===== src/rtl/ex_muldiv.sv =====
// Iterative RV32M multiply/divide unit: radix-2 shift-add multiply, restoring divide.
// Define MULDIV_FAST_MUL_EN to replace the multiply iterations with one combinational multiplier.
module ex_muldiv #(
    parameter int XLEN  = 32,
    parameter int CNT_W = $clog2(XLEN) + 1
) (
    input  logic            clk,
    input  logic            rst_n,
    input  logic            start_i,
    input  logic [2:0]      funct3_i,
    input  logic [XLEN-1:0] op1_i,
    input  logic [XLEN-1:0] op2_i,
    input  logic [4:0]      rd_addr_i,
    input  logic            flush_i,
    output logic [XLEN-1:0] rd_data_o,
    output logic [4:0]      rd_addr_o,
    output logic            reg_wen_o,
    output logic            hold_flag_o,
    output logic            busy_o
);

    typedef enum logic [1:0] {IDLE, CALC, FIX, DONE} state_t;

    localparam logic [XLEN-1:0] MIN_NEG = {1'b1, {(XLEN-1){1'b0}}};

    state_t state, state_d;

    logic [2:0]        f3_q;
    logic [4:0]        rd_q;
    logic [XLEN-1:0]   mag_a, mag_b, quo, res;
    logic [XLEN:0]     rem;
    logic [2*XLEN-1:0] acc;
    logic [CNT_W-1:0]  cnt;
    logic              neg_q;

    logic              s1, s2, a_neg, b_neg, sign_in;
    logic              div_zero, ovf, special, start_ok, mul_fast;
    logic [XLEN-1:0]   mag1, mag2, spec_res;
    logic [2*XLEN-1:0] acc_init;

    // Operand decode at start: magnitudes, result sign, and the no-iteration cases.
    always_comb begin
        s1 = (funct3_i == 3'b001) || (funct3_i == 3'b010) ||
             (funct3_i == 3'b100) || (funct3_i == 3'b110);
        s2 = (funct3_i == 3'b001) || (funct3_i == 3'b100) || (funct3_i == 3'b110);
        a_neg = s1 && op1_i[XLEN-1];
        b_neg = s2 && op2_i[XLEN-1];
        mag1  = a_neg ? -op1_i : op1_i;
        mag2  = b_neg ? -op2_i : op2_i;
        sign_in = 1'b0;
        case (funct3_i)
            3'b001, 3'b100: sign_in = a_neg ^ b_neg;
            3'b010, 3'b110: sign_in = a_neg;
            default:        sign_in = 1'b0;
        endcase
        div_zero = funct3_i[2] && (op2_i == '0);
        ovf      = funct3_i[2] && !funct3_i[0] && (op1_i == MIN_NEG) && (&op2_i);
        special  = div_zero || ovf;
        if (div_zero)
            spec_res = funct3_i[1] ? op1_i : '1;
        else
            spec_res = funct3_i[1] ? '0 : op1_i;
    end

`ifdef MULDIV_FAST_MUL_EN
    assign mul_fast = !funct3_i[2];
    assign acc_init = funct3_i[2] ? {{XLEN{1'b0}}, mag2}
                                  : {{XLEN{1'b0}}, mag1} * {{XLEN{1'b0}}, mag2};
`else
    assign mul_fast = 1'b0;
    assign acc_init = {{XLEN{1'b0}}, mag2};
`endif

    assign start_ok    = start_i && (state == IDLE) && !flush_i;
    assign hold_flag_o = start_ok || (!flush_i && ((state == CALC) || (state == FIX)));
    assign reg_wen_o   = (state == DONE) && !flush_i;
    assign busy_o      = (state != IDLE);
    assign rd_data_o   = reg_wen_o ? res : '0;
    assign rd_addr_o   = reg_wen_o ? rd_q : '0;

    always_ff @(posedge clk) begin
        if (!rst_n)
            state <= IDLE;
        else
            state <= state_d;
    end

    always_comb begin
        state_d = state;
        case (state)
            IDLE: begin
                if (start_ok) begin
                    if (special)
                        state_d = DONE;
                    else if (mul_fast)
                        state_d = FIX;
                    else
                        state_d = CALC;
                end
            end
            CALC:    if (cnt == CNT_W'(1)) state_d = FIX;
            FIX:     state_d = DONE;
            DONE:    state_d = IDLE;
            default: state_d = IDLE;
        endcase
        if (flush_i)
            state_d = IDLE;
    end

    // One iteration step: multiplicand added into the upper half, then shift right.
    logic [XLEN:0]     mul_sum;
    logic [2*XLEN-1:0] mul_next;
    logic [XLEN+1:0]   div_wide, div_diff;
    logic              div_ge;
    logic [XLEN:0]     rem_next;
    logic [XLEN-1:0]   quo_next;

    always_comb begin
        mul_sum  = {1'b0, acc[2*XLEN-1:XLEN]} + (acc[0] ? {1'b0, mag_a} : '0);
        mul_next = {mul_sum, acc[XLEN-1:1]};
        div_wide = {rem, quo[XLEN-1]};
        div_diff = div_wide - {2'b00, mag_b};
        div_ge   = !div_diff[XLEN+1];
        rem_next = div_ge ? div_diff[XLEN:0] : div_wide[XLEN:0];
        quo_next = {quo[XLEN-2:0], div_ge};
    end

    logic [2*XLEN-1:0] prod_sgn;
    logic [XLEN-1:0]   fix_res;

    always_comb begin
        prod_sgn = neg_q ? -acc : acc;
        fix_res  = '0;
        if (!f3_q[2])
            fix_res = (f3_q[1:0] == 2'b00) ? prod_sgn[XLEN-1:0] : prod_sgn[2*XLEN-1:XLEN];
        else if (f3_q[1])
            fix_res = neg_q ? -rem[XLEN-1:0] : rem[XLEN-1:0];
        else
            fix_res = neg_q ? -quo : quo;
    end

    always_ff @(posedge clk) begin
        if (!rst_n) begin
            f3_q  <= '0;
            rd_q  <= '0;
            mag_a <= '0;
            mag_b <= '0;
            quo   <= '0;
            rem   <= '0;
            acc   <= '0;
            res   <= '0;
            cnt   <= '0;
            neg_q <= 1'b0;
        end else begin
            case (state)
                IDLE: begin
                    if (start_ok) begin
                        f3_q  <= funct3_i;
                        rd_q  <= rd_addr_i;
                        mag_a <= mag1;
                        mag_b <= mag2;
                        neg_q <= sign_in;
                        cnt   <= CNT_W'(XLEN);
                        rem   <= '0;
                        quo   <= mag1;
                        acc   <= acc_init;
                        if (special)
                            res <= spec_res;
                    end
                end
                CALC: begin
                    cnt <= cnt - CNT_W'(1);
                    if (f3_q[2]) begin
                        rem <= rem_next;
                        quo <= quo_next;
                    end else begin
                        acc <= mul_next;
                    end
                end
                FIX:     res <= fix_res;
                default: ;
            endcase
        end
    end

endmodule


===== config.mk =====
export PLATFORM = sky130hd
export DESIGN_NAME = ex_muldiv
export DESIGN_NICKNAME = d
export VERILOG_FILES = /design/src/rtl/ex_muldiv.sv
export SDC_FILE = /design/constraint.sdc
export NUM_CORES = 1
export LEC_CHECK = 0
export BUFFER_PORTS_ARGS = -buffer_cell sky130_fd_sc_hd__buf_2
export CORE_MARGIN = 1.5
export CORE_UTILIZATION = 48
export DETAILED_ROUTE_END_ITERATION = 7
export GPL_ROUTABILITY_DRIVEN = 0
export PLACE_DENSITY = 0.76
export SKIP_CTS_REPAIR_TIMING = 1
export SYNTH_ARGS = -nofsm -noshare
export SYNTH_HDL_FRONTEND = slang
export SYNTH_SLANG_ARGS = --single-unit

===== constraint.sdc =====
create_clock -name clk -period 7.3 [get_ports clk]
set_clock_uncertainty 0.2 [all_clocks]
set_input_delay 1.095 -clock clk [delete_from_list [all_inputs] [get_ports clk]]
set_output_delay 1.095 -clock clk [all_outputs]
set_load 0.1 [all_outputs]

## Word-level counts from Yosys, hierarchy flattened

Index checks and enable logic that the tools add are counted.

- Output and inout port bits: 40
- Bits in registers: 242
- Logic and storage cells: 106

- Reduce and logical (&&, ||, !) cells: 37
- Bitwise operators: 2
- Add/sub/neg operators: 8
- Multiplexer cells: 34
- Equality and inequality tests: 14

Operators with widths:

| operator | number |
|---|---|
| 32-bit two-way mux | 16 |
| 64-bit two-way mux | 3 |
| 32-bit negator | 4 |
| 32-bit one-hot mux with 2 select lines | 2 |
| 64-bit one-hot mux with 2 select lines | 1 |
| 33-bit two-way mux | 3 |
| 33-bit one-hot mux with 2 select lines | 1 |
| 64-bit negator | 1 |
| 34-bit by 32-bit subtractor with 34-bit output | 1 |
| 32-bit by 32-bit adder with 33-bit output | 1 |
| 32-bit == test (second input constant) | 1 |
| 32-bit zero test | 1 |
| 32-bit AND reduction | 1 |
| 6-bit one-hot mux with 2 select lines | 1 |
| 1-bit logical AND | 10 |
| 3-bit AND reduction | 3 |
| 1-bit logical OR | 8 |
| 2-bit inequality test (second input constant) | 4 |
| 2-bit one-hot mux with 4 select lines | 1 |
| 3-bit == test (second input constant) | 2 |
| 6-bit by 1-bit == test with 1-bit output (second input constant) | 1 |
| 2-bit two-way mux | 3 |
| 6-bit two-way mux | 1 |
| 2-bit AND reduction | 3 |
| other kinds (14) | 22 |

## Depth between registers and ports, before layout

- Word-level depth: 8
- Depth in mapped cells: 16
- Mapped depth without buffers: 14

## Worst setup path after synthesis

Ideal clock, no wire load.

- Path kind: input to output
- Start point: input port flush_i
- End point: output port hold_flag_o
- Slack: 2.808 ns
- Required time: 6.005 ns
- Arrival: 3.197 ns
- Stages: 1
- Buffers on the path: 0
- Path through: o21ai_0

- Longest elaborated chain between the ends: 3

Ends and longest elaborated chain:

| item | line | RTL |
|---|---|---|
| start: declaration | 14 | `input logic flush_i,` |
| 1-bit zero test (*) | 74, 75 |  |
| 1-bit logical AND, on equally long branches | 74, 75 |  |
| 1-bit logical OR (*) | 75 | `assign hold_flag_o = start_ok \|\| (!flush_i && ((state == CALC) \|\| (state == FIX)));` |
| end: declaration | 18 | `output logic hold_flag_o,` |

Mark *: on every way between the ends. The rest lies on a longest branch, timed or not.

## Final worst setup path

- Start point: input port op2_i[2]
- End point: register res[6]

- Longest elaborated chain between the ends: 6

Ends and longest elaborated chain:

| item | line | RTL |
|---|---|---|
| start: declaration | 12 | `input logic [XLEN-1:0] op2_i,` |
| 32-bit zero test | 56 | `div_zero = funct3_i[2] && (op2_i == '0);` |
| 1-bit logical AND | 56 |  |
| 32-bit two-way mux | 59 | `if (div_zero)` |
| 32-bit two-way mux | 167 | `if (special)` |
| 32-bit two-way mux | 157 | `if (start_ok) begin` |
| 32-bit one-hot mux with 2 select lines | 155 | `case (state)` |
| end signal: assignment | 168 | `res <= spec_res;` |
| end signal: assignment | 180 | `FIX: res <= fix_res;` |
| end: declaration | 30 | `logic [XLEN-1:0] mag_a, mag_b, quo, res;` |

Several ways; a longest one is shown, not always the timed one. The select of a mux whose other input is x is not followed.
A chain may end at the register's enable or synchronous reset.

==> flow_summary.toml <==
[synth]
synth_seq_cells = 242
synth_top_cell_area_share = 0.258
synth_top_flop_cell = "dfxtp_1"
yosys.area_share.adder = 0.0640
synth_cell_type_count = 89
synthArstFlopShare = 0
syn-cell-area_um2 = 18800
yosysWarnings = 0
synthTopCellsByArea = "dfxtp_1 26%, nand2_1 7.1%, o21ai_0 5.9%, a21oi_1 5.9%, ha_1 5.1%"
syn_area_per_cell_um2 = 7.28
synth_top_family_by_area = "compound AO/OA/AOI/OAI gates"
synth_compound_area_frac = 0.268
yosysMostFrequentCell = "nand2_1"
synth_edf_count = 0
synth_top_cell_by_area = "dfxtp_1"
synth_nets = 2738
synth_xor_area_frac = 0.0931
postSynthCellCount = 2583
synth_simple_gate_area_frac = 0.242
synth_seq_area_share = 0.258
muxShareOfSynthArea = 0.0247
netlist_top_cells_count = "354 x nand2_1, 242 x dfxtp_1, 222 x nor2_1"

[clock_tree]
clk_pin_slew_ns = 0.06
tritoncts = "built"
cts.sinks = 242
htree_levels = 1
clkLatencyLatePin_ns = 0.58
cts_buffers = 29
clk_path_buf_depth = 3
ctsRootBufferMaster = "clkbuf_16"

[cells_and_area]
drive_gt1_frac = 0.0903
fillers = 3641
num-nets-final = 2737
area_growth_pct = 9.17
utilization = 0.531

[flow_run]
max_cap_violations = 0

[timing]
hold_viol_final = 0
whs_ns = 0.255
finalSetupViolCount = 0
worstMarginPinSlew_ns = 1.28
fin_crit_ns = 4.97
period_share = 0.681
fin_tns_setup_ns = 0
fmax_ghz = 0.201
slew_violations = 0
worst_slack_ns = 2.33
maxSlewHeadroom = 0.144
rsz0062_at_grt = "no"

[floorplan]
die_w_um = 201
die_h_um = 201
num_rows = 72
die_area_um2 = 40400
boundaryPins = 116
floorplan.initialDensity = 0.487
core_region_area_um2 = 38600

[global_routing]
grt_pass1_vias = 18498
use_met2 = 0.475
grt_usage = 0.327
grtUsageMet3 = 0.0713
overflow = 0
grt_max_degree = 71
grt_pass1_wl_um = 105000
grt_use_met1 = 0.446
antenna_found_initial = 1
grt_most_used_layer = "met2"

[power_and_ir_drop]
power.density_nw_per_um2 = 185
power_uw = 3800
peakVddDrop_mv = 0.187
leakagePower_uw = 0.00794

[routing]
wl_per_cell_um = 22.0
drt-initial-drc-count = 3069
ant_nets = 0
drc = 0
first_pass_iters = 8
routed_via_density = 6.49
vias = 20271
wl_um = 68800

[place]
io_buffers = 115
dp_slack_ns = 2.12
dp_hpwl_um = 50800

[worst_setup_path]
worstPathArrival_ns = 5.26
crit_path_end_kind = "flip-flop"
worstSetupPathType = "input port to flip-flop"
critPathMaxFanout = 45
cp.required_ns = 7.59
cp-start-kind = "input port"

[min_path]
hp-class = "flip-flop to flip-flop"

[run_status]
status = "finished clean"
-- report_power, final --
| group | switching [µW] | internal (µW) | leakage (µW) |
|---|---|---|---|
| combinational | 580 | 294 | 0.00552 |
| clock | 628 | 833 | 0.000450 |
| sequential | 82.7 | 1380 | 0.00197 |
-- per-stage QoR --
| stage | cells | cell area [µm²] |
|---|---|---|
| finish | 3123 | 20500 |
| global route | 3122 | 20500 |
| CTS | 3121 | 20500 |
| detailed placement | 3069 | 19600 |
| global placement | 3069 | 19600 |
| floorplan | 2583 | 18800 |
-- path summary, 6_finish.rpt --
| path | cells past startpoint | slack [ns] | from | endpoint |
|---|---|---|---|---|
| min | 2 | 0.26 | rd_q[3]$_SDFFE_PN0P_ | rd_q[3]$_SDFFE_PN0P_ |
| min reg2reg | 2 | 0.26 | rd_q[3]$_SDFFE_PN0P_ | rd_q[3]$_SDFFE_PN0P_ |
| max | 12 | 2.33 | op2_i[2] | res[6]$_SDFFE_PN0P_ |
| max reg2reg | 11 | 2.72 | mag_b[3]$_SDFFE_PN0P_ | rem[29]$_SDFFE_PN0P_ |
-- kinds of logic after synthesis --
logic type	Yosys count
mux	45
compound gates	801
simple gates	949
fa+ha+maj	99
xor+xnor	200
buf+inv	247
flops	242
-- state kept, by name (all words and copies together), names as in the netlist --
register	flops
rem	33
cnt	6
f3_q	3
mag_b	32
res	32
rd_q	5
acc	64
state	2
quo	32
mag_a	32
neg_q	1
-- placed cells by master, fill, tap and decap left out, types with 76 or more instances in the layout --
master,netlist,layout
nand2_1,354,354
dfxtp_1,242,240
o21ai_0,221,221
nor2_1,222,220
a21oi_1,220,217
buf_2,10,115
xnor2_1,107,107
xor2_1,93,93
and2_1,82,82
a211oi_1,78,78
ha_1,77,76
-- worst max-delay path, stage by stage --
cell,delay [ns]
buf_2,0.14
or4_1,0.60
nor4_1,0.73
nand2_1,0.36
nor4_4,0.30
buf_4,0.49
a31oi_2,0.13
o22ai_2,0.77
o21ai_0,0.22
a31oi_1,0.20
a21oi_1,0.06
nor2_1,0.12
-- metal layers --
metal / vias to the layer above / wire [µm]
met2: 1438 / 27800
met3: 261 / 8930
met4: 0 / 4750
met1: 9286 / 27300
met5: - / 0
li1: 9286 / -
-- cell type report --
type	count	area, µm²	share of cell area
Multi-Input combinational cell	2094	13100	0.636
Clock buffer	36	782	0.0381
Sequential cell	242	4850	0.236
Antenna cell	2	5.00	0.000244
Timing Repair Buffer	137	741	0.0361
Clock inverter	16	156	0.00762
Tap cell	518	648	0.0316
Inverter	78	295	0.0144
No activity file was read; power rests on OpenSTA's default activity.
